**src/rtl/sigma_delta_pkg.sv**
```systemverilog
// rtl/sigma_delta_pkg.sv - shared types and helpers for the sigma-delta DAC front end
package sigma_delta_pkg;

    typedef enum logic [1:0] {
        MUTED     = 2'd0,
        RAMP_UP   = 2'd1,
        PLAY      = 2'd2,
        RAMP_DOWN = 2'd3
    } dac_ctrl_state_t;

    function automatic int unsigned midscale(input int unsigned width);
        return 32'd1 << (width - 1);
    endfunction

endpackage

```
**src/rtl/sd_sample_fifo.sv**
```systemverilog
// rtl/sd_sample_fifo.sv - power-of-two sample FIFO with registered level, no bypass
module sd_sample_fifo #(
    parameter int WIDTH = 16,
    parameter int DEPTH = 8
) (
    input  logic                     clk,
    input  logic                     rst,
    input  logic                     push,
    input  logic [WIDTH-1:0]         wr_data,
    input  logic                     pop,
    output logic [WIDTH-1:0]         rd_data,
    output logic [$clog2(DEPTH):0]   level,
    output logic                     full,
    output logic                     empty
);
    localparam int AW = $clog2(DEPTH);
    localparam int LW = AW + 1;

    logic [WIDTH-1:0] mem [DEPTH];
    logic [AW-1:0]    wr_ptr;
    logic [AW-1:0]    rd_ptr;
    logic             do_push;
    logic             do_pop;

    // Both gates look at the registered level only, so a full FIFO rejects a
    // write even when a pop happens in the same cycle.
    assign full    = (level == LW'(DEPTH));
    assign empty   = (level == '0);
    assign do_push = push && !full;
    assign do_pop  = pop && !empty;
    assign rd_data = mem[rd_ptr];

    always_ff @(posedge clk) begin
        if (do_push) begin
            mem[wr_ptr] <= wr_data;
        end
    end

    always_ff @(posedge clk) begin
        if (rst) begin
            wr_ptr <= '0;
            rd_ptr <= '0;
            level  <= '0;
        end else begin
            if (do_push) begin
                wr_ptr <= wr_ptr + 1'b1;
            end
            if (do_pop) begin
                rd_ptr <= rd_ptr + 1'b1;
            end
            case ({do_push, do_pop})
                2'b10:   level <= level + 1'b1;
                2'b01:   level <= level - 1'b1;
                default: level <= level;
            endcase
        end
    end

endmodule

```
**src/rtl/sigma_delta_dac_ctrl.sv**
```systemverilog
// rtl/sigma_delta_dac_ctrl.sv - sample scheduler and soft-mute ramp; SIGMA_DELTA_DAC_CTRL_STATS_EN adds underflow_count
module sigma_delta_dac_ctrl
    import sigma_delta_pkg::*;
#(
    parameter int DAC_BITLEN  = 16,
    parameter int FIFO_DEPTH  = 8,
    parameter int PRIME_LEVEL = 4,
    parameter int RAMP_BITS   = 8
) (
    input  logic                          clk,
    input  logic                          rst,
    input  logic                          enable,
    input  logic [DAC_BITLEN-1:0]         s_data,
    input  logic                          s_valid,
    output logic                          s_ready,
    input  logic                          dac_ready,
    output logic [DAC_BITLEN-1:0]         dac_input,
    output dac_ctrl_state_t               state,
    output logic [$clog2(FIFO_DEPTH):0]   fifo_level,
    output logic                          underflow
`ifdef SIGMA_DELTA_DAC_CTRL_STATS_EN
    ,
    output logic [15:0]                   underflow_count
`endif
);
    localparam int LW = $clog2(FIFO_DEPTH) + 1;
    localparam int PW = DAC_BITLEN + RAMP_BITS + 2;
    localparam logic [DAC_BITLEN-1:0] MID       = DAC_BITLEN'(midscale(DAC_BITLEN));
    localparam logic [RAMP_BITS:0]    GAIN_FULL = {1'b1, {RAMP_BITS{1'b0}}};
    localparam logic [LW-1:0]         PRIME_LVL = LW'(PRIME_LEVEL);

    dac_ctrl_state_t          state_q;
    dac_ctrl_state_t          state_d;
    logic [RAMP_BITS:0]       gain_q;
    logic [RAMP_BITS:0]       gain_d;
    logic [DAC_BITLEN-1:0]    last_q;
    logic                     underflow_q;
    logic                     tick;
    logic                     pop_req;
    logic                     starved;
    logic [DAC_BITLEN-1:0]    rd_data;
    logic                     fifo_full;
    logic                     fifo_empty;
    logic [DAC_BITLEN-1:0]    sample;
    logic signed [DAC_BITLEN:0] delta;
    logic signed [PW-1:0]     prod;
    logic signed [PW-1:0]     scaled;
    logic [DAC_BITLEN-1:0]    out_d;

    assign tick      = dac_ready;
    assign pop_req   = tick && (state_q != MUTED);
    assign starved   = pop_req && fifo_empty;
    assign s_ready   = !fifo_full;
    assign state     = state_q;
    assign underflow = underflow_q;

    sd_sample_fifo #(
        .WIDTH (DAC_BITLEN),
        .DEPTH (FIFO_DEPTH)
    ) u_fifo (
        .clk     (clk),
        .rst     (rst),
        .push    (s_valid),
        .wr_data (s_data),
        .pop     (pop_req),
        .rd_data (rd_data),
        .level   (fifo_level),
        .full    (fifo_full),
        .empty   (fifo_empty)
    );

    always_comb begin
        state_d = state_q;
        gain_d  = gain_q;
        if (tick) begin
            case (state_q)
                MUTED: begin
                    if (enable && (fifo_level >= PRIME_LVL)) begin
                        state_d = RAMP_UP;
                    end
                end
                RAMP_UP: begin
                    if (!enable) begin
                        state_d = RAMP_DOWN;
                    end else begin
                        gain_d = gain_q + 1'b1;
                        if (gain_d == GAIN_FULL) begin
                            state_d = PLAY;
                        end
                    end
                end
                PLAY: begin
                    gain_d = GAIN_FULL;
                    if (!enable) begin
                        state_d = RAMP_DOWN;
                        gain_d  = GAIN_FULL - 1'b1;
                    end
                end
                RAMP_DOWN: begin
                    if (enable) begin
                        state_d = RAMP_UP;
                    end else if (gain_q == '0) begin
                        // Reached via an abort at the very start of a ramp-up.
                        state_d = MUTED;
                    end else begin
                        gain_d = gain_q - 1'b1;
                        if (gain_d == '0) begin
                            state_d = MUTED;
                        end
                    end
                end
                default: state_d = MUTED;
            endcase
        end
    end

    // On a starved pop the previous sample is replayed at the new gain.
    assign sample = fifo_empty ? last_q : rd_data;
    assign delta  = $signed({1'b0, sample}) - $signed({1'b0, MID});
    assign prod   = $signed({{(PW - DAC_BITLEN - 1){delta[DAC_BITLEN]}}, delta})
                  * $signed({{(PW - RAMP_BITS - 1){1'b0}}, gain_d});
    assign scaled = prod >>> RAMP_BITS;
    assign out_d  = MID + scaled[DAC_BITLEN-1:0];

    always_ff @(posedge clk) begin
        if (rst) begin
            state_q     <= MUTED;
            gain_q      <= '0;
            dac_input   <= MID;
            last_q      <= MID;
            underflow_q <= 1'b0;
        end else begin
            state_q     <= state_d;
            gain_q      <= gain_d;
            underflow_q <= starved;
            if (tick) begin
                dac_input <= (state_q == MUTED) ? MID : out_d;
            end
            if (pop_req && !fifo_empty) begin
                last_q <= rd_data;
            end
        end
    end

`ifdef SIGMA_DELTA_DAC_CTRL_STATS_EN
    always_ff @(posedge clk) begin
        if (rst) begin
            underflow_count <= '0;
        end else if (starved && (underflow_count != 16'hFFFF)) begin
            underflow_count <= underflow_count + 16'd1;
        end
    end
`endif

endmodule

```
**config.mk**
```make
export PLATFORM = sky130hd
export DESIGN_NAME = sigma_delta_dac_ctrl
export DESIGN_NICKNAME = d
export VERILOG_FILES = /design/src/rtl/sigma_delta_pkg.sv /design/src/rtl/sd_sample_fifo.sv /design/src/rtl/sigma_delta_dac_ctrl.sv
export SDC_FILE = /design/constraint.sdc
export NUM_CORES = 1
export LEC_CHECK = 0
export CORE_MARGIN = 3
export CORE_UTILIZATION = 33
export CTS_CLUSTER_SIZE = 14
export DETAILED_ROUTE_END_ITERATION = 6
export MAX_ROUTING_LAYER = met4
export SLEW_MARGIN = 20
export SYNTH_ARGS = -nofsm -noshare
export SYNTH_HDL_FRONTEND = slang
export SYNTH_SLANG_ARGS = --single-unit
export TNS_END_PERCENT = 5
```
**constraint.sdc**
```tcl
create_clock -name clk -period 15 [get_ports clk]
set_input_delay 3 -clock clk [delete_from_list [all_inputs] [get_ports clk]]
set_output_delay 3 -clock clk [all_outputs]
set_load 0.05 [all_outputs]
```
Word level (Yosys, flattened, before mapping)

Memories as Yosys holds them, arrays and structs flattened. A register that Yosys moved wholly into a read port is not among the register bits.
Cells that the tools add are included.

Flip-flop bits (word level): 54
Memory bits (writable): 128
Input bits: 21
Output and inout bits: 24
Word-level logic and storage cells: 65
Memories kept: 1

Memory list:

| memory     | depth | bits a word | rd ports | clocked after Yosys merged registers in | write ports | line                 | source |
|---|---|---|---|---|---|---|---|
| u_fifo.mem | 8     | 16          | 1        | 1                                       | 1           | sd_sample_fifo.sv:19 | `logic [WIDTH-1:0] mem [DEPTH];` |

$add $sub $neg: 8
Multiply operators: 1
Order comparisons: 1
Eq/ne operators: 11
Muxes and demuxes: 21
Reduce and logical (&&, ||, !) cells: 14

Operator list:

| operator                 | count |
|---|---|
| $mux W9                  | 5 |
| $mux W16                 | 2 |
| $pmux W9 S3              | 1 |
| $mul A17 B10 Y24         | 1 |
| $logic_not A9 Y1         | 2 |
| $sub A16 B16 Y17 const B | 1 |
| $add A16 B16 Y16 const A | 1 |
| $mux W2                  | 7 |
| $add A9 B1 Y9 const B    | 1 |
| $eq A9 B9 Y1 const B     | 1 |
| $sub A9 B1 Y9 const B    | 1 |
| $pmux W2 S4              | 1 |
| $pmux W4 S2              | 1 |
| $add A3 B1 Y3 const B    | 2 |
| $eq A2 B2 Y1 const B     | 3 |
| $mux W3                  | 2 |
| $logic_and A1 B1 Y1      | 5 |
| $reduce_and A5 Y1        | 1 |
| $add A4 B1 Y4 const B    | 1 |
| $eq A2 B1 Y1 const B     | 2 |
| $eq A4 B4 Y1 const B     | 1 |
| $ge A4 B3 Y1 const B     | 1 |
| $logic_not A4 Y1         | 1 |
| $ne A2 B2 Y1 const B     | 2 |
| other kinds (7)          | 10 |

Depth between registers and ports, before layout

Depth after elaboration: 8
Depth in mapped cells: 32
Gate-level depth less buffers: 30

Hierarchy

A second synthesis with hierarchy kept.

Cells, all modules: 1,104
Area total of the unflattened synthesis: 12,797.3 um^2

Modules (own cells, without submodules):

| module               | times used | cells an instance | area each (um^2) | seq. area each (um^2) |
|---|---|---|---|---|
| sigma_delta_dac_ctrl | 1          | 845               | 7,228.2          | 880.8 |
| sd_sample_fifo       | 1          | 259               | 5,569.1          | 4,103.9 |

Worst setup path before layout

No wires, ideal clock.

Kind: input to register
From: input port enable
To: register dac_input[8]
Setup time: 0.129 ns
Data arrival time: 9.268 ns
Data required time: 14.871 ns
Slack: 5.603 ns
Stages: 30
Path through: clkbuf_1 > clkbuf_1 > nand2_1 > xor2_1 > o21ai_0 > a21oi_1 > nor2_1 > nor2_1 > nor2_1 > clkbuf_1 > nand2_1 > fa_1 > inv_1 > fa_1 > inv_1 > fa_1 > inv_1 > fa_1 > inv_1 > fa_1 > inv_1 > ha_1 > a21o_1 > a211o_1 > a21o_1 > a31oi_1 > a21oi_4 > a211oi_1 > xor2_1 > o21ai_0

Cells in the longest elaborated chain, start to end: 6
Elaborated cells between the ends (all ways): 8
Classes of those cells: add/sub (1); mul (1); mux (6)

Ends and longest elaborated chain:

| what                              | line                                                                                | source |
|---|---|---|
| from (decl)                       | sigma_delta_dac_ctrl.sv:12                                                          | `input logic enable,` |
| $mux W9, on equally long branches | sigma_delta_dac_ctrl.sv:100, sigma_delta_dac_ctrl.sv:83, sigma_delta_dac_ctrl.sv:94 |  |
| $pmux W9 S3 (*)                   | sigma_delta_dac_ctrl.sv:76                                                          | `case (state_q)` |
| $mux W9 (*)                       | sigma_delta_dac_ctrl.sv:75                                                          | `if (tick) begin` |
| $mul A17 B10 Y24 (*)              | sigma_delta_dac_ctrl.sv:121                                                         | `* $signed({{(PW - RAMP_BITS - 1){1'b0}}, gain_d});` |
| $add A16 B16 Y16 (*)              | sigma_delta_dac_ctrl.sv:123                                                         | `assign out_d = MID + scaled[DAC_BITLEN-1:0];` |
| $mux W16 (*)                      | sigma_delta_dac_ctrl.sv:137                                                         | `dac_input <= (state_q == MUTED) ? MID : out_d;` |
| to (signal assigned)              | sigma_delta_dac_ctrl.sv:137                                                         |  |
| to (decl)                         | sigma_delta_dac_ctrl.sv:17                                                          | `output logic [DAC_BITLEN-1:0] dac_input,` |

Every way passes the cells marked *; elsewhere a longest branch is shown, timed or not.
A chain may end at the register's enable or synchronous reset.

Final worst setup path

From: input port dac_ready
To: register dac_input[15]

Cells in the longest elaborated chain, start to end: 4

Ends and longest elaborated chain:

| what             | line                        | source |
|---|---|---|
| from (decl)      | sigma_delta_dac_ctrl.sv:16  | `input logic dac_ready,` |
| $mux W9          | sigma_delta_dac_ctrl.sv:75  |  |
| $mul A17 B10 Y24 | sigma_delta_dac_ctrl.sv:121 |  |
| $add A16 B16 Y16 | sigma_delta_dac_ctrl.sv:123 |  |
| $mux W16         | sigma_delta_dac_ctrl.sv:137 |  |

Several ways; a longest one is shown, not always the timed one.

==> flow_summary.ini <==
[floorplan]
fp.dieW_um = 202
die_h_um = 202
start_util_pct = 33.5
fp.coreArea_um2 = 37800
core.rowCount = 71
io_pins = 45
fp.dieArea_um2 = 40700

[place]
post-place-cells = 1667
hpwl_um = 19700
io_buffer_count = 44
gp_congestion = 0.892

[worst_setup_path]
end_kind = flop
r2r-end = dac_input[15]
crit_type = input port to flop
cp.required_ps = 15370
critPathMaxFanout = 18
rr_startpoint = gain_q[0]
cp_data_arrival_time_ps = 10860
cp-start-kind = input port
worstRegToRegCells = 27
r2r_slack_ps = 7150

[grt]
grt_max_degree = 45
grt_usage_pct = 14.4
grt.overflow.total = 0
antenna_found_initial = 0
grt_pass1_wl_um = 46300
first_global_vias = 8817

[final_layout]
n_antenna_cell = 0
nets = 1375
layout-drive-gt1-share_pct = 8.50
area_growth_pct = 12.8
fill_cells = 3636
instances_no_fill = 1699

[hold_path]
worstHoldPathCells = 2
hold-path-endpoint = dac_input[0]
worstHoldStart = dac_input[0]
hold_path_class = flop to flop

[cts]
h-tree-depth = 4
numCtsBuffers = 17
clock_sinks = 185
cts_tree = done
insertion_delay_ps = 430
postCtsHoldBufs = 0
cts_root_buffer = clkbuf_16
clk_pin_slew_worst_paths_ps = 80
clockBufferDepth = 2
post_cts_resized = 0
post_cts_buffers = 0

[synthesis]
ys_warn_count = 0
ys_ff_latch = 185
synth_ff_type = edfxtp_1
synth_common_cells = nor2_1, inv_1, edfxtp_1
async_reset_ff_share_pct = 0
syn_inst = 1143
synth_edf_count = 128
synth_seq_area_share_pct = 39.4
netlist_top_cells_area = edfxtp_1, fa_1, dfxtp_1, ha_1, mux4_2
synth_area_per_cell_um2 = 11.1
yosysTopAreaCell = edfxtp_1
synth_top_area_share_pct = 30.4
synth_fp_nets = 1343
synthDistinctLibCells = 68
syn_area_um2 = 12600
synth_most_common_cell = nor2_1

[sta]
rsz0062_at_grt = false
setup_tns_ps = 0
max_freq_ghz = 0.0953
relSlewSlack_pct = 33.4
period_minus_slack_ps = 10490
period_share_pct = 69.9
clock_skew_ps = 12.5
timing.final.hold_violations = 0
worst_slew_pin_slew_ps = 996
finalSetupViolations = 0
drv_slew = 0

[power]
pwr-share-comb_pct = 10.2
switching_power_mw = 0.307
swShare_pct = 27.4
power_density_nw_per_um2 = 78.7
power_frac_seq_pct = 49.9
clockPowerShare_pct = 39.8
p_int_mw = 0.814
p_leak_nw = 5.66
ir_worst_vdd_uv = 95.8

[routing]
vias_per_cell = 4.86
vias = 8263
wl_um = 27100
postRouteAntennaNets = 0
wl_per_cell_um = 15.9
drtIter0Drc = 423
drc = 0
dr.pass1.iters = 6

[status]
outcome = completed

[job]
drv_cap = 0
## sequential cells by signal (all words and copies together), names as in the netlist, 2 cells and up, named ones only
| register | cells |
|---|---|
| dac_input | 16 |
| gain_q | 9 |
| u_fifo.wr_ptr | 3 |
| u_fifo.rd_ptr | 3 |
| last_q | 16 |
| u_fifo.mem | 128 |
| u_fifo.level | 4 |
| state | 2 |
## worst max-delay path by stage
stage / start / to / slack, ps / cells after the start
after floorplan: enable / dac_input[8] / 5600 / 30
after global placement: dac_ready / dac_input[15] / 4140 / 26
after detailed placement: dac_ready / dac_input[15] / 4040 / 26
after CTS: dac_ready / dac_input[15] / 4490 / 26
after global routing: dac_ready / dac_input[15] / 3950 / 26
final: dac_ready / dac_input[15] / 4510 / 26
## layer usage
| layer | track usage (%) | share of wire (%) |
|---|---|---|
| met3 | 1.99 | 4.0 |
| met5 | - | 0 |
| met1 | 19.3 | 47 |
| met4 | 3.19 | 0.92 |
| met2 | 23.7 | 48 |
## power by group through the flow
stage,Sequential (mW),Clock (mW),Combinational (mW)
final,0.560,0.447,0.115
after global routing,0.561,0.478,0.129
after CTS,0.560,0.458,0.115
after detailed placement,0.572,0,0.115
after global placement,0.571,0,0.114
after floorplan,0.573,0,0.0712
## through the flow
stage	hold slack (ps)	total power, mW	setup WS [ps]	area, µm²	util, %
2_1_floorplan	436	0.644	5600	12600	-
3_3_place_gp	445	0.686	4140	13700	36.2
3_5_place_dp	454	0.687	4040	13700	36.2
4_1_cts	471	1.13	4490	14300	37.8
5_1_grt	491	1.17	3950	14300	37.8
6_report	462	1.12	4510	14300	37.8
## final cells by class
class                      count  area, µm²  area share (%)
clock inverter                14        160            1.12
tap                          511        639            4.48
multi-input combinational    763       6920            48.6
clock buffer                  18        429            3.01
sequential                   185       4990            35.0
timing repair buffer          62        571            4.00
inverter                     146        548            3.84
## cells by family (layout without fill, tap and decap cells)
group | after synthesis | count (layout) | share of synthesized area, %
flip-flops | 185 | 185 | 39.4
multiplexers | 52 | 52 | 7.29
AND/OR/NAND/NOR | 347 | 347 | 12.4
AO/OA/AOI/OAI | 149 | 149 | 7.71
XOR/XNOR | 36 | 36 | 2.60
adder cells (fa/ha/maj) | 179 | 179 | 24.5
buffers and inverters | 195 | 240 | 6.00
## critical path, cell delays in order
cell and delay, ps:
clkdlybuf4s50_1 760, nor2b_1 830, and2_1 290, nand3_1 120
a311oi_1 240, or3_1 680, nor2_1 120, ha_1 320
inv_1 60, fa_1 530, inv_1 50, fa_1 500
fa_1 540, inv_1 50, fa_1 530, inv_1 40
ha_1 360, and4_1 250, o2111a_1 160, a221oi_1 280
o21ai_0 110, a41oi_1 320, o211ai_1 150, a31oi_1 190
xnor3_1 230, a21oi_1 140
## cell usage in the layout (no fill, tap or decap), types with 8 or more instances in the layout
| cell type | n |
|---|---|
| nand2_1 | 105 |
| nor2b_1 | 8 |
| nand3_1 | 16 |
| inv_1 | 146 |
| dfxtp_1 | 56 |
| a211oi_1 | 20 |
| mux4_2 | 32 |
| mux2i_1 | 19 |
| nor3_1 | 8 |
| a21oi_1 | 33 |
| xnor2_1 | 20 |
| nand4_1 | 8 |
| ha_1 | 64 |
| fa_1 | 115 |
| nand2b_1 | 13 |
| nor2_1 | 147 |
| o21ai_0 | 37 |
| clkbuf_16 | 17 |
| buf_4 | 18 |
| o21a_1 | 13 |
| clkdlybuf4s50_1 | 43 |
| xor2_1 | 15 |
| edfxtp_1 | 128 |
Power figures use the tool's default switching activity.
==> edit, RTL diff (config.mk and constraints unchanged) <==
`RAMP_BITS`: 8 -> 9.
--- a/src/rtl/sigma_delta_dac_ctrl.sv
+++ b/src/rtl/sigma_delta_dac_ctrl.sv
@@ -5,7 +5,7 @@
     parameter int DAC_BITLEN  = 16,
     parameter int FIFO_DEPTH  = 8,
     parameter int PRIME_LEVEL = 4,
-    parameter int RAMP_BITS   = 8
+    parameter int RAMP_BITS   = 9
 ) (
     input  logic                          clk,
     input  logic                          rst,
Behaviour: not the same (a bounded check fails within 10 cycles, from zero or initial values and one cycle with rst high).
==> edit against the unedited design <==
Global-route usage grew 0.34 points; maximum frequency grew 2.5%; worst setup slack gained 0.25 ns; area after synthesis grew 5.8%; total power grew 2.5%; final area grew 5.8%; critical path depth shrank 1; sequential cell count grew 1; wire length grew 12%.
==> edit: results (changes against the unedited design) <==
\begin{tabular}{lr}
\hline
Metric & Value \\
\hline
\multicolumn{2}{l}{\textbf{Global route}} \\
First-pass GRT wire length & 49.38 mm (was 46.28 mm) \\
Vias in the first global route & 9,042 (was 8,817) \\
Met2 Resource Use GR & 0.2386 (was 0.2367) \\
Global routing usage summed across all routing layers & 0.1478 (was 0.1444) \\
Global Route met1 Usage & 0.1995 (was 0.1927) \\
\multicolumn{2}{l}{\textbf{Final layout}} \\
Final net count & 1,473 (was 1,375) \\
Post-layout instance count excluding filler cells & 1,788 (was 1,699) \\
Fraction of final layout cells with drive strength greater than 1 & 0.08393 (was 0.08502) \\
Fillcell total & 3,878 (was 3,636) \\
\multicolumn{2}{l}{\textbf{Placed design}} \\
Half-perimeter wire length after detailed placement & 21.98 mm (was 19.68 mm) \\
\multicolumn{2}{l}{\textbf{Power and ir drop}} \\
Power dissipated in the clock network & 0.487 mW (was 0.447 mW) \\
Combinational share of power & 0.088 (was 0.102) \\
\multicolumn{2}{l}{\textbf{Synthesis}} \\
Complex-gate fraction of the synthesized area & 0.08206 (was 0.07711) \\
Fraction of synthesized area in multiplexers & 0.07130 (was 0.07295) \\
Ranking of synthesized cells by area & sky130\_fd\_sc\_hd\_\_edfxtp\_1, sky130\_fd\_sc\_hd\_\_fa\_1, sky130\_fd\_sc\_hd\_\_dfxtp\_1, sky130\_fd\_sc\_hd\_\_ha\_1, sky130\_fd\_sc\_hd\_\_mux4\_2 (unchanged) \\
Number of instances in the synthesized netlist & 1,215 (was 1,143) \\
Portion of the post-synthesis area used by sequential elements & 0.3743 (was 0.3943) \\
Net Count, Synth & 1,438 (was 1,343) \\
\multicolumn{2}{l}{\textbf{Route}} \\
Post-Route M1 WL & 14.21 mm (was 12.71 mm) \\
Number of DRC violations after detailed-routing iteration 0 & 546 (was 423) \\
Detailed-route via count & 8,722 (was 8,263) \\
Met3 layer wire length in the routed design & 1.460 mm (was 1.080 mm) \\
\multicolumn{2}{l}{\textbf{Critical path}} \\
Endpoint arrival time on the critical path & 10.55 ns (was 10.86 ns) \\
Worst-path cell with the longest stage delay & sky130\_fd\_sc\_hd\_\_clkdlybuf4s50\_1 (was sky130\_fd\_sc\_hd\_\_nor2b\_1) \\
Largest fanout of any net on the critical path & 19 (was 18) \\
\multicolumn{2}{l}{\textbf{Timing}} \\
Relative slew slack & 0.2638 (was 0.3338) \\
\multicolumn{2}{l}{\textbf{Status}} \\
Status & finished, final reports clean (unchanged) \\
\hline
\end{tabular}
edit: cell count changes after synthesis, moves of 5 or more:
cell                       change
sky130_fd_sc_hd__a22o_1        +7
sky130_fd_sc_hd__buf_1         +5
sky130_fd_sc_hd__a21oi_1       +5
sky130_fd_sc_hd__nor2_1       -17
sky130_fd_sc_hd__clkbuf_1      -7
sky130_fd_sc_hd__inv_1        +38
sky130_fd_sc_hd__fa_1         +22
sky130_fd_sc_hd__nand4_1       -5
sky130_fd_sc_hd__nand2_1      +27
sky130_fd_sc_hd__o21ai_0      -20
sky130_fd_sc_hd__xnor2_1       +7
edit: worst paths after layout:
check	to	slack, ns	depth (start not counted)
worst max register to register	dac_input[15]	7.17	27
worst min-delay path	dac_input[7]	0.45	2
worst max-delay path	dac_input[15]	4.76	25
worst min register to register	dac_input[7]	0.45	2
edit: cell type report:
| class | instances | area share |
|---|---|---|
| inverter | 184 | 0.04580 |
| timing repair buffer | 63 | 0.03833 |
| multi-input combinational | 798 | 0.4978 |
| sequential | 186 | 0.3320 |
| clock buffer | 17 | 0.02821 |
| clock inverter | 15 | 0.01435 |
| tap | 525 | 0.04356 |
edit: through the flow:
step / setup slack, ns / area (um^2) / utilization / hold slack, ns / power (mW)
floorplan: 5.665 / 13370 / - / 0.4652 / 0.6333
global placement: 4.528 / 14440 / 0.3617 / 0.4394 / 0.6728
detailed placement: 4.408 / 14440 / 0.3617 / 0.4461 / 0.6745
CTS: 4.840 / 15080 / 0.3778 / 0.4610 / 1.164
global route: 4.256 / 15080 / 0.3778 / 0.4772 / 1.195
finish: 4.762 / 15080 / 0.3778 / 0.4548 / 1.149
